## src/rtl/pad_reader.sv

```systemverilog
// Polls an NES-style 4021 serial gamepad once per frame (on each vertical_sync rise)
// and presents the 8 buttons plus the paddle move_forward/move_backward controls.
module pad_reader #(
    parameter int PAD_CLK_DIV  = 4,
    parameter int LATCH_TICKS  = 2,
    parameter int FORWARD_BIT  = 5,
    parameter int BACKWARD_BIT = 4
) (
    input  logic       pixel_clock,
    input  logic       reset_n,
    input  logic       vertical_sync,
    input  logic       pad_data,
    output logic       pad_latch,
    output logic       pad_clock,
    output logic [7:0] buttons,
    output logic       buttons_valid,
    output logic       move_forward,
    output logic       move_backward
);

    localparam int TW = $clog2(PAD_CLK_DIV);
    localparam int LW = (LATCH_TICKS > 1) ? $clog2(LATCH_TICKS) : 1;

    typedef enum logic [2:0] {
        IDLE   = 3'd0,
        LATCH  = 3'd1,
        SETTLE = 3'd2,
        HIGH   = 3'd3,
        LOW    = 3'd4,
        DONE   = 3'd5
    } state_t;

    state_t      state_q, state_d;
    logic [TW-1:0] tick_q, tick_d;
    logic [LW-1:0] latch_cnt_q, latch_cnt_d;
    logic [2:0]  bit_cnt_q, bit_cnt_d;
    logic [7:0]  shift_q, shift_d;
    logic        pad_meta_q, pad_sync_q;
    logic        last_vsync_q;
    logic        pad_latch_q, pad_latch_d;
    logic        pad_clock_q, pad_clock_d;
    logic [7:0]  buttons_q, buttons_d;
    logic        buttons_valid_q, buttons_valid_d;
    logic        move_forward_q, move_forward_d;
    logic        move_backward_q, move_backward_d;

    logic start;
    logic tick_end;

    assign start    = vertical_sync & ~last_vsync_q;
    assign tick_end = (tick_q == TW'(PAD_CLK_DIV - 1));

    always_comb begin
        state_d         = state_q;
        tick_d          = tick_q;
        latch_cnt_d     = latch_cnt_q;
        bit_cnt_d       = bit_cnt_q;
        shift_d         = shift_q;
        buttons_d       = buttons_q;
        move_forward_d  = move_forward_q;
        move_backward_d = move_backward_q;

        if (state_q != IDLE) begin
            tick_d = tick_end ? '0 : tick_q + TW'(1);
        end

        case (state_q)
            IDLE: begin
                if (start) begin
                    state_d     = LATCH;
                    tick_d      = '0;
                    latch_cnt_d = '0;
                    bit_cnt_d   = '0;
                end
            end
            LATCH: begin
                if (tick_end) begin
                    if (latch_cnt_q == LW'(LATCH_TICKS - 1)) begin
                        state_d = SETTLE;
                    end else begin
                        latch_cnt_d = latch_cnt_q + LW'(1);
                    end
                end
            end
            SETTLE: begin
                // Pad data is active-low; the 4021 presents button A right after the latch.
                if (tick_end) begin
                    shift_d   = {~pad_sync_q, shift_q[7:1]};
                    bit_cnt_d = 3'd1;
                    state_d   = HIGH;
                end
            end
            HIGH: begin
                if (tick_end) begin
                    state_d = LOW;
                end
            end
            LOW: begin
                if (tick_end) begin
                    shift_d   = {~pad_sync_q, shift_q[7:1]};
                    bit_cnt_d = bit_cnt_q + 3'd1;
                    if (bit_cnt_q == 3'd7) begin
                        state_d         = DONE;
                        buttons_d       = shift_d;
                        move_forward_d  = shift_d[FORWARD_BIT] & ~shift_d[BACKWARD_BIT];
                        move_backward_d = shift_d[BACKWARD_BIT] & ~shift_d[FORWARD_BIT];
                    end else begin
                        state_d = HIGH;
                    end
                end
            end
            DONE: begin
                state_d = IDLE;
            end
            default: begin
                state_d = IDLE;
            end
        endcase

        // Strobes decode the next state so they come straight from flops.
        pad_latch_d     = (state_d == LATCH);
        pad_clock_d     = (state_d == HIGH);
        buttons_valid_d = (state_d == DONE);
    end

    always_ff @(posedge pixel_clock or negedge reset_n) begin
        if (!reset_n) begin
            state_q         <= IDLE;
            tick_q          <= '0;
            latch_cnt_q     <= '0;
            bit_cnt_q       <= '0;
            shift_q         <= '0;
            pad_meta_q      <= 1'b0;
            pad_sync_q      <= 1'b0;
            last_vsync_q    <= 1'b0;
            pad_latch_q     <= 1'b0;
            pad_clock_q     <= 1'b0;
            buttons_q       <= '0;
            buttons_valid_q <= 1'b0;
            move_forward_q  <= 1'b0;
            move_backward_q <= 1'b0;
        end else begin
            state_q         <= state_d;
            tick_q          <= tick_d;
            latch_cnt_q     <= latch_cnt_d;
            bit_cnt_q       <= bit_cnt_d;
            shift_q         <= shift_d;
            pad_meta_q      <= pad_data;
            pad_sync_q      <= pad_meta_q;
            last_vsync_q    <= vertical_sync;
            pad_latch_q     <= pad_latch_d;
            pad_clock_q     <= pad_clock_d;
            buttons_q       <= buttons_d;
            buttons_valid_q <= buttons_valid_d;
            move_forward_q  <= move_forward_d;
            move_backward_q <= move_backward_d;
        end
    end

    assign pad_latch     = pad_latch_q;
    assign pad_clock     = pad_clock_q;
    assign buttons       = buttons_q;
    assign buttons_valid = buttons_valid_q;
    assign move_forward  = move_forward_q;
    assign move_backward = move_backward_q;

endmodule

```

## config.mk

```make
export PLATFORM = sky130hd
export DESIGN_NAME = pad_reader
export DESIGN_NICKNAME = d
export VERILOG_FILES = /design/src/rtl/pad_reader.sv
export SDC_FILE = /design/constraint.sdc
export NUM_CORES = 1
export LEC_CHECK = 0
export ABC_CLOCK_PERIOD_IN_PS = 2250
export CAP_MARGIN = 0
export CORE_MARGIN = 3
export CORE_UTILIZATION = 25
export CTS_CLUSTER_SIZE = 8
export DETAILED_ROUTE_END_ITERATION = 10
export PLACE_DENSITY = 0.38
export RECOVER_POWER = 25
export SLEW_MARGIN = 20
export SYNTH_ARGS = -nofsm -noshare
export SYNTH_HDL_FRONTEND = slang
export SYNTH_SLANG_ARGS = --single-unit
```

## constraint.sdc

```tcl
create_clock -name pixel_clock -period 2.25 [get_ports pixel_clock]
set_clock_uncertainty 0.1 [all_clocks]
set_input_delay 0.3375 -clock pixel_clock [delete_from_list [all_inputs] [get_ports pixel_clock]]
set_output_delay 0.3375 -clock pixel_clock [all_outputs]
set_load 0.02 [all_outputs]
```

### Yosys cells after proc, flatten, opt, wreduce, memory -nomap -nowiden

Index checks and enable logic that the tools add are counted.

| operators by class | value |
|---|---|
| bitwise operators | 7 |
| multiplexer cells | 20 |
| equality and inequality tests | 13 |
| reduce and logical (&&, ||, !) cells | 9 |
| add/subtract/negate cells | 3 |

Operators by type and width:

| kind | number |
|---|---|
| 3-bit two-way mux | 10 |
| 3-bit one-hot mux with 5 select lines | 1 |
| 3-bit by 2-bit equality test with 1-bit output (second input constant) | 3 |
| 3-bit equality test (second input constant) | 3 |
| 3-bit one-hot mux with 3 select lines | 1 |
| 2-bit two-way mux | 4 |
| 2-bit != test (second input constant) | 4 |
| 3-bit by 1-bit equality test with 1-bit output (second input constant) | 2 |
| 3-bit AND reduction | 2 |
| 3-bit nonzero test | 2 |
| 1-bit inverter | 4 |
| 4-bit AND reduction | 1 |
| 3-bit by 1-bit adder with 3-bit output (second input constant) | 1 |
| 1-bit AND | 3 |
| 3-bit zero test | 1 |
| 1-bit two-way mux | 3 |
| 2-bit by 1-bit adder with 2-bit output (second input constant) | 1 |
| 2-bit equality test (second input constant) | 1 |
| 1-bit one-hot mux with 2 select lines | 1 |
| 2-bit AND reduction | 1 |
| 2-bit nonzero test | 1 |
| 2-bit OR reduction | 1 |
| 1-bit adder (second input constant) | 1 |

| storage, ports and cells | value |
|---|---|
| bits of input ports | 4 |
| logic and storage cells | 66 |
| flip-flop bits (word level) | 33 |
| output and inout port bits | 13 |

### Logic depth before layout (Yosys ltp)

| logic depth | value |
|---|---|
| depth in word-level cells | 5 |
| gate-level depth with buffers | 7 |
| depth with buffers taken out | 6 |

### Worst setup path after synthesis

No wires, ideal clock.

| timing | value |
|---|---|
| path kind | register to register |
| start | register state_q[1] |
| end | register buttons_q[1], in the netlist buttons[1] |
| cell stages (with the launch flop) | 6 |
| data arrival time | 1.613 ns |
| required time | 2.025 ns |
| path buffers | 1 |
| library setup time | 0.125 ns |
| path slack | 0.412 ns |
| period minus slack after synthesis | 1.838 ns |
| cells stage by stage | dfrtp_1 -> or3b_1 -> a2bb2oi_1 -> a21oi_2 -> buf_6 -> mux2_2 |

| on the way | value |
|---|---|
| word-level cells in the longest chain between the ends | 2 |

RTL lines:

| element | RTL line | source |
|---|---|---|
| from (decl) | 33 | `state_t state_q, state_d;` |
| from (signal assigned) | 143 | `state_q <= state_d;` |
| 3-bit equality test | 67 | `case (state_q)` |
| 3-bit AND reduction (no line) | - |  |
| to (signal assigned) | 153 | `buttons_q <= buttons_d;` |
| to (decl) | 42 | `logic [7:0] buttons_q, buttons_d;` |

Every way passes these cells.
A chain may end at the register's enable or synchronous reset.

==> implementation parameters <==
Parameter                              Value

Timing
  Slew Viols, Final    0
  Final worst path period share    0.9101
  Final count of negative-setup-slack endpoints    0
  Max frequency    488.3 MHz
  Transition at the pin with the smallest max-transition slack    816.2 ps
  RSZ-0062 raised after global routing    no
  Final Hold Viols    0
  Clock period minus final worst setup slack    2048 ps
  Worst slew margin    0.4559

Power and ir drop
  Power density over the cells    641.4 mW/mm²
  Static leakage power    0.7711 nW
  Overall power after layout    1.152 mW
  Maximum vdd drop    284.0 µV

Floorplanning
  Die X-Extent    80.97 µm
  Die height    80.97 µm
  IO Pins    17
  Starting density of the core    0.2666
  Core Rows    26
  Core region area    0.005270 mm²
  Die Footprint    0.006556 mm²

Clock tree
  Total of hold buffers inserted after clock tree synthesis    0
  Max H-tree Level    2
  Master cell of the clock root buffer    sky130_fd_sc_hd__clkbuf_8
  Number of sinks handled by clock tree synthesis    32
  Post-cts sizing count    0
  Latest clock arrival within the worst-skew pair    280 ps
  Post-CTS setup repair buffer count    0
  CTS tree    done
  Buffer levels on the longest clock path    2
  Number of CTS-inserted buffers    5
  Clock slew at reported path FFs    70 ps

Final layout
  Most common library cell in the layout ignoring fill and taps    sky130_fd_sc_hd__dfrtp_1
  Most used cells in the layout excluding fill and tap cells    32 x sky130_fd_sc_hd__dfrtp_1, 17 x sky130_fd_sc_hd__mux2_2, 13 x sky130_fd_sc_hd__clkdlybuf4s50_1
  Final core area utilization    0.3409
  Layout area overhead    27.87%
  Fraction of final layout cells sized beyond drive strength 1    0.2429
  Non-filler cells, final    210
  Post-layout nets    147
  N_diodes    0

Worst setup path
  Startpoint Class    input pin
  Required time at the endpoint of the critical path    2310 ps
  Capture instance of the worst register-to-register path    buttons[1]
  Worst Path Class, Setup    in2reg
  Critical R2R Launch    tick_q[0]
  Crit path DAT    2110 ps
  Maximum net fanout on the critical path    11
  Logic depth of the worst register-to-register path    6
  First element of the critical path    vertical_sync
  Reg2reg setup slack    290 ps
  Setup crit end kind    flip-flop

Global route
  Largest net degree at the start of global routing    33
  Via count of the first global-routing pass    929
  Initial antenna violation count    0
  GRT Residual Overflow    0
  GRT Resource Usage Total    0.09363
  Global-route wire length before repair    4526 µm

Synthesis
  Fraction of synthesis flops using an asynchronous set or reset pin    1.000
  Count of mapped cells out of synthesis    113
  Most instantiated flip-flop cell in the synthesis netlist    sky130_fd_sc_hd__dfrtp_1
  Post-synth net total    121
  Yosys cell types    31
  Yosys warnings    0
  Register area share after synthesis    0.5699
  Post-synth EDFFs    0
  Total of flip-flops plus latches after synthesis    32
  Per-instance average area after synthesis    12.43 µm²
  Cell Area, Synth    0.001405 mm²

Min path
  Type of the tightest min-delay check    reg2reg
  Min-Delay Startpoint    pad_meta_q
  Hold path depth    0
  End point of the most critical hold path    pad_sync_q

Drt
  Drt drc    0
  Average routed wire per standard cell    12.42 µm
  Mean number of vias per cell    4.405
  Number of vias in the routed layout    925
  Wire length reported by the detailed router    2609 µm
  Detailed Route Iter0 Violations    20
  ANT nets after route    0
  Initial DRT Pass Iterations    4

Placement
  HPWL reported at the end of detailed placement    1798 µm
  Port Buffer Count    16
  Final weighted congestion in routability-driven placement    0.7988
  Placed cell count    202

Status
  Run status    finished, final reports clean

Job
  Maximum Capacitance Violations    0
## synthesized netlist by cell type (2+ instances only)
library cell	number	area (µm²)
sky130_fd_sc_hd__nor2b_1	6	37.54
sky130_fd_sc_hd__and3_1	2	12.51
sky130_fd_sc_hd__a21oi_1	3	15.01
sky130_fd_sc_hd__o31ai_1	2	15.01
sky130_fd_sc_hd__nand2b_1	4	25.02
sky130_fd_sc_hd__o21ai_0	3	15.01
sky130_fd_sc_hd__inv_1	5	18.77
sky130_fd_sc_hd__nand2_1	6	22.52
sky130_fd_sc_hd__ha_1	4	50.05
sky130_fd_sc_hd__nand3_1	2	10.01
sky130_fd_sc_hd__a21o_1	3	22.52
sky130_fd_sc_hd__a2111oi_0	2	17.52
sky130_fd_sc_hd__clkbuf_1	2	7.510
sky130_fd_sc_hd__dfrtp_1	32	800.8
sky130_fd_sc_hd__mux2_2	17	191.4
sky130_fd_sc_hd__or2_2	2	12.51
sky130_fd_sc_hd__nor2_1	4	15.01
## critical path, cell delays in order
cell and delay, ps:
sky130_fd_sc_hd__dlygate4sd3_1 540, sky130_fd_sc_hd__or3b_1 370, sky130_fd_sc_hd__a2bb2oi_1 180, sky130_fd_sc_hd__a21oi_2 200
sky130_fd_sc_hd__buf_12 160, sky130_fd_sc_hd__mux2_2 330
## sequential cells by signal (all words and copies together), names as in the netlist
| register | flops |
|---|---|
| bit_cnt_q | 3 |
| buttons | 8 |
| buttons_valid | 1 |
| last_vsync_q | 1 |
| latch_cnt_q | 1 |
| move_backward | 1 |
| move_forward | 1 |
| pad_clock | 1 |
| pad_latch | 1 |
| pad_meta_q | 1 |
| pad_sync_q | 1 |
| shift_q | 7 |
| state_q | 3 |
| tick_q | 2 |
## kinds of logic (layout without fill, tap and decap cells)
family	count (synthesis)	in the layout	synth area share
compound gates	21	21	0.1078
flops	32	32	0.5699
mux	18	18	0.1434
buf+inv	8	35	0.02672
fa+ha+maj	4	4	0.03562
xor+xnor	1	1	0.006234
simple gates	29	29	0.1104
## stage by stage
step | setup WS, ps | area (µm²) | hold slack [ps] | TNS, ps
6_report | 202.2 | 1797 | 252.2 | 0
2_1_floorplan | 411.9 | 1405 | -58.09 | 0
5_1_grt | 131.8 | 1797 | 271.2 | 0
4_1_cts | 263.4 | 1799 | 254.4 | 0
3_5_place_dp | -45.62 | 1692 | 238.7 | -389.9
3_3_place_gp | -26.04 | 1692 | 234.2 | -178.4
## final cells by class
cell class / instances / area [µm²]
Clock buffer: 6 / 72.57
Inverter: 5 / 18.77
Fill cell: 557 / 3473
Timing Repair Buffer: 22 / 215.2
Clock inverter: 2 / 35.03
Sequential cell: 32 / 800.8
Multi-Input combinational cell: 73 / 566.8
Tap cell: 70 / 87.58
## worst max path at each step
stage	end	slack, ps
2_1_floorplan	buttons[1]	410
3_3_place_gp	buttons[0]	-30
3_5_place_dp	buttons[6]	-50
4_1_cts	buttons[1]	260
5_1_grt	buttons[0]	130
6_report	buttons[1]	200
## layer usage
metal  up-vias  global-route usage  wire, µm
met5         -                   0         0
met4         0             0.05574        68
met3         8             0.03326       124
met2        19              0.1437      1230
met1       451              0.1123      1185
li1        447                   -         -
## power breakdown
part	internal, mW	switching (mW)	leakage (nW)	total, mW
Clock	0.328	0.207	0.0552	0.535
Sequential	0.584	0.00566	0.401	0.589
Combinational	0.0122	0.0161	0.315	0.0283
(Power assumes the default switching activity.)
==> edit 1, RTL diff (same flow settings) <==
Encoding of `state_t`: now one-hot (6 bits for 6 states).
--- a/src/rtl/pad_reader.sv
+++ b/src/rtl/pad_reader.sv
@@ -21,13 +21,13 @@
     localparam int TW = $clog2(PAD_CLK_DIV);
     localparam int LW = (LATCH_TICKS > 1) ? $clog2(LATCH_TICKS) : 1;
 
-    typedef enum logic [2:0] {
-        IDLE   = 3'd0,
-        LATCH  = 3'd1,
-        SETTLE = 3'd2,
-        HIGH   = 3'd3,
-        LOW    = 3'd4,
-        DONE   = 3'd5
+    typedef enum logic [5:0] {
+        IDLE   = 6'b000001,
+        LATCH  = 6'b000010,
+        SETTLE = 6'b000100,
+        HIGH   = 6'b001000,
+        LOW    = 6'b010000,
+        DONE   = 6'b100000
     } state_t;
 
     state_t      state_q, state_d;
Formal check against the unedited RTL: no difference found for any inputs over 10 cycles, from zero or initial values and one cycle with reset_n low; not proved beyond that.
==> edit 1 against the unedited design <==
  * Utilization shrank 1.8 points
  * Design area grew 2.7%
  * Wire length grew 9.5%
  * Critical endpoint unchanged
  * Area after synthesis grew 8.5%
  * Maximum frequency grew 0.38%
  * Highest routed layer unchanged
  * Worst setup slack gained 7.7 ps
  * Critical path type is now reg -> reg
  * Sequential cell count grew 3
Power is not compared: it rests on default switching activity, and its combinational part moved more than twofold at a synthesized area within 25%.
==> edit 1: results (changes against the unedited design) <==
| Metric | Value |
|---|---|
| Delay of the slowest cell on the worst path | `660 ps (was 540 ps)` |
| Cell family with most CP delay | `simple AND/OR/NAND/NOR gates (was buffers and inverters)` |
| Post-CTS setup-driven buffer insertion count | `0 (unchanged)` |
| Via count of the first global-routing pass | `1,080 (was 929)` |
| Overall track demand over capacity in global routing | `9.04% (was 9.36%)` |
| Maximum number of pins on one net before global-route repair | `36 (was 33)` |
| Placed wire-length estimate after detailed placement | `2040 um (was 1800 um)` |
| Routability Congestion | `0.841 (was 0.799)` |
| Register area share after synthesis | `57.5% (was 57.0%)` |
| Area contributors post-synth | `sky130_fd_sc_hd__dfrtp_1 56%, sky130_fd_sc_hd__mux2_2 8.1%, sky130_fd_sc_hd__o21ai_0 4.3% (was sky130_fd_sc_hd__dfrtp_1 57%, sky130_fd_sc_hd__mux2_2 14%, sky130_fd_sc_hd__ha_1 3.6%)` |
| Drt first pass iters | `4 (unchanged)` |
| Clock Tree Root | `sky130_fd_sc_hd__clkbuf_8 (unchanged)` |
| Worst path slowest cell | `sky130_fd_sc_hd__or4b_4 (was sky130_fd_sc_hd__dlygate4sd3_1)` |
| Unique cell type count in the Yosys netlist | `33 (was 31)` |
| Number of cell instances on the worst register-to-register path | `3 (was 6)` |
| Max reg flops | `8 (unchanged)` |
| Leading post-synthesis cells by instance count | `34 x sky130_fd_sc_hd__dfrtp_1, 13 x sky130_fd_sc_hd__o21ai_0, 11 x sky130_fd_sc_hd__mux2_2 (was 32 x sky130_fd_sc_hd__dfrtp_1, 17 x sky130_fd_sc_hd__mux2_2, 6 x sky130_fd_sc_hd__nand2_1, 6 x sky130_fd_sc_hd__nor2b_1, 5 x sky130_fd_sc_hd__inv_1)` |
| Fill cell instance count of the final layout | `579 (was 557)` |
| Vias after detailed routing | `1,014 (was 925)` |
| First-pass GRT wire length | `5100 um (was 4530 um)` |
| Clock Tree Buf Depth | `2 (unchanged)` |
| Total nets after synthesis | `134 (was 121)` |
| Number of warnings issued by yosys | `0 (unchanged)` |
| Number of DRC markers in iteration 0 | `34 (was 20)` |
| Max FO, Critical Path | `15 (was 11)` |
| Number of antenna violations at the first check in global routing | `0 (unchanged)` |
| Status | `completed (unchanged)` |
| Leakage power | `roughly 0.84 nW` |
| Standard cell area after detailed placement | `1760 sq um (was 1690 sq um)` |
| Worst VDD drop | `about 0.00023 V` |
| Layout cell share with drive strength beyond 1 | `18.4% (was 24.3%)` |
| Final wirelength | `2860 um (was 2610 um)` |
| Worst setup slack before clock tree synthesis | `216 ps (was -45.6 ps)` |
| ANT cells | `0 (unchanged)` |
| Nets | `155 (was 147)` |
| Pins Over Slew Limit | `0 (unchanged)` |
| Least-Margin Pin Slew | `852 ps (was 816 ps)` |
-- edit 1: area by class of cell --
type	instances	area, sq um	share of cell area [%]
Clock inverter	1	5.00	0.271
Tap cell	72	90.1	4.88
Clock buffer	6	82.6	4.47
Timing Repair Buffer	19	180	9.76
Multi-Input combinational cell	83	599	32.5
Inverter	3	11.3	0.610
Sequential cell	35	877	47.5
-- edit 1: worst paths after layout --
kind / startpoint / endpoint / slack, ps
worst max-delay path: state_q[5] / buttons[1] / 210
worst min-delay path: pad_meta_q / pad_sync_q / 250
worst max register to register: state_q[5] / buttons[1] / 210
worst min register to register: pad_meta_q / pad_sync_q / 250
max in group asynchronous: reset_n / tick_q[0] / 920
min in group asynchronous: reset_n / shift_q[2] / 600
-- edit 1: logic make-up (layout without fill, tap and decap cells) --
family	after synthesis	in the layout	share of synthesized area [%]
muxes	14	14	10.7
AOI/OAI and AO/OA	23	23	9.11
xor gates and xnor gates	1	1	0.574
buffers and inverters	8	29	3.20
adders and majority gates	4	4	3.28
and+or+nand+nor	41	41	15.6
DFF	35	35	57.5
-- edit 1: metal layers --
layer | up-vias | GRT usage (%) | routed length (um)
met5 | - | 0 | 0
met4 | 0 | 4.68 | 43
met3 | 4 | 2.86 | 121
met2 | 18 | 13.6 | 1340
met1 | 502 | 11.6 | 1350
li1 | 490 | - | -
-- edit 1: power by group --
group | leakage (nW) | internal, mW | switching, mW
sequential | 0.474 | 0.658 | 0.0252
combinational | 0.316 | 0.0518 | 0.0751
clock | 0.0470 | 0.240 | 0.209
total | 0.837 | 0.950 | 0.309
-- edit 1: per-stage QoR --
step	cells	hold WS (ps)
finish	219	252
global route	219	257
CTS	219	253
detailed placement	212	237
global placement	212	233
floorplan	126	-58.1
==> edit 2, RTL diff (same flow settings) <==
Without the edit above. Set the parameter `LATCH_TICKS` to 1 (it was 2).
--- a/src/rtl/pad_reader.sv
+++ b/src/rtl/pad_reader.sv
@@ -2,7 +2,7 @@
 // and presents the 8 buttons plus the paddle move_forward/move_backward controls.
 module pad_reader #(
     parameter int PAD_CLK_DIV  = 4,
-    parameter int LATCH_TICKS  = 2,
+    parameter int LATCH_TICKS  = 1,
     parameter int FORWARD_BIT  = 5,
     parameter int BACKWARD_BIT = 4
 ) (
Function: changed (Yosys sat finds a counterexample within 10 cycles, from zero or initial values and one cycle with reset_n low).
==> edit 2 against the unedited design <==
  * Area after synthesis fell by 2.0%
  * Design area down 5.6%
  * Power down 11%
  * Non-clock buffer count down 3
  * Wire length down 6.2%
  * Worst setup slack improved by 160 ps
  * Sequential cell count shrank 1
==> edit 2: results (changes against the unedited design) <==
| Metric | Value |
|---|---|
| Area contributors post-synth | `sky130_fd_sc_hd__dfrtp_1 56%, sky130_fd_sc_hd__mux2_4 7.6%, sky130_fd_sc_hd__mux2_2 7.4% (was sky130_fd_sc_hd__dfrtp_1 57%, sky130_fd_sc_hd__mux2_2 14%, sky130_fd_sc_hd__ha_1 3.6%)` |
| Register area share after synthesis | `56.4% (was 57.0%)` |
| Worst-case headroom to the max-slew limit | `49.0% (was 45.6%)` |
| Leading post-synthesis cells by instance count | `31 x sky130_fd_sc_hd__dfrtp_1, 9 x sky130_fd_sc_hd__mux2_2, 8 x sky130_fd_sc_hd__o21ai_0 (was 32 x sky130_fd_sc_hd__dfrtp_1, 17 x sky130_fd_sc_hd__mux2_2, 6 x sky130_fd_sc_hd__nand2_1, 6 x sky130_fd_sc_hd__nor2b_1, 5 x sky130_fd_sc_hd__inv_1)` |
| Kind of path behind the tightest hold check | `reg -> reg (unchanged)` |
| Nets | `135 (was 147)` |
| Overall track demand over capacity in global routing | `8.90% (was 9.36%)` |
| Unique cell type count in the Yosys netlist | `32 (was 31)` |
| GR Util met1 | `10.7% (was 11.2%)` |
| Mean cell area of the mapped netlist | `12.9 sq um (was 12.4 sq um)` |
| Delay of the slowest cell on the worst path | `400 ps (was 540 ps)` |
| First-pass GRT wire length | `4370 um (was 4530 um)` |
| Worst VDD drop | `0.000457 V (was 0.000284 V)` |
| Met2 wire length | `1200 um (was 1230 um)` |
| Combined flip-flop and latch cell area | `776 sq um (was 801 sq um)` |
| Via count of the first global-routing pass | `899 (was 929)` |
| Maximum number of pins on one net before global-route repair | `32 (was 33)` |
| Number of DRC markers in iteration 0 | `23 (was 20)` |
| Total placed cells including tap cells | `191 (was 202)` |
| Worst path arrival time | `1940 ps (was 2110 ps)` |
| Adder-cell share of the synthesized area | `2.73% (was 3.56%)` |
| Avg WL per Cell | `12.4 um (about the same)` |
| Met1 Wirelength | `1160 um (was 1190 um)` |
| Compound-cell area share of the yosys netlist | `8.64% (was 10.8%)` |
| Non-filler cells in the finished layout | `198 (was 210)` |
| GR Layer Usage met2 | `14.7% (was 14.4%)` |
| Layout cell share with drive strength beyond 1 | `22.7% (was 24.3%)` |
| Area share of xor/xnor cells in the synthesized design | `1.91% (was 0.623%)` |
| Grt met3 use | `3.14% (was 3.33%)` |
| Max FO, Critical Path | `12 (was 11)` |
| Placed wire-length estimate after detailed placement | `1710 um (was 1800 um)` |
| Cell family with most CP delay | `flip-flops (was buffers and inverters)` |
| Standard cell area after detailed placement | `1610 sq um (was 1690 sq um)` |
| Total nets after synthesis | `114 (was 121)` |
| Crit. Startpoint | `tick_q[0] (was vertical_sync)` |
| Status | `completed (unchanged)` |
| Leakage power | `0.783 nW (was 0.771 nW)` |
| Routability Congestion | `0.705 (was 0.799)` |
| Fill cell instance count of the final layout | `549 (was 557)` |
## edit 2: cell types whose count changed in the layout (fill, tap and decap cells not counted), sizes merged, moves of 3 or more
cell / before / now
buf: 5 / 2
nor2b: 6 / 3
a21oi: 4 / 0
nand2b: 4 / 1
a21o: 3 / 0
o21ai: 3 / 8
## edit 2: worst paths after layout
check,end,cells after the start,slack [ps]
max in group asynchronous,shift_q[1],2,990
min,pad_sync_q,0,260
min reg2reg,pad_sync_q,0,260
max reg2reg,buttons[0],5,360
max,buttons[0],5,360
min in group asynchronous,shift_q[5],2,570
## edit 2: area by class of cell
class                      instances  share of cell area (%)
multi-input combinational         64                    31.7
inverter                           7                    1.55
sequential                        31                    45.8
timing repair buffer              19                    10.6
clock inverter                     1                   0.295
clock buffer                       6                    4.87
tap                               70                    5.17
## edit 2: report_power, final
group | internal [mW] | switching [mW]
registers | 0.566 | 0.00576
logic | 0.0109 | 0.0154
clock network | 0.239 | 0.183
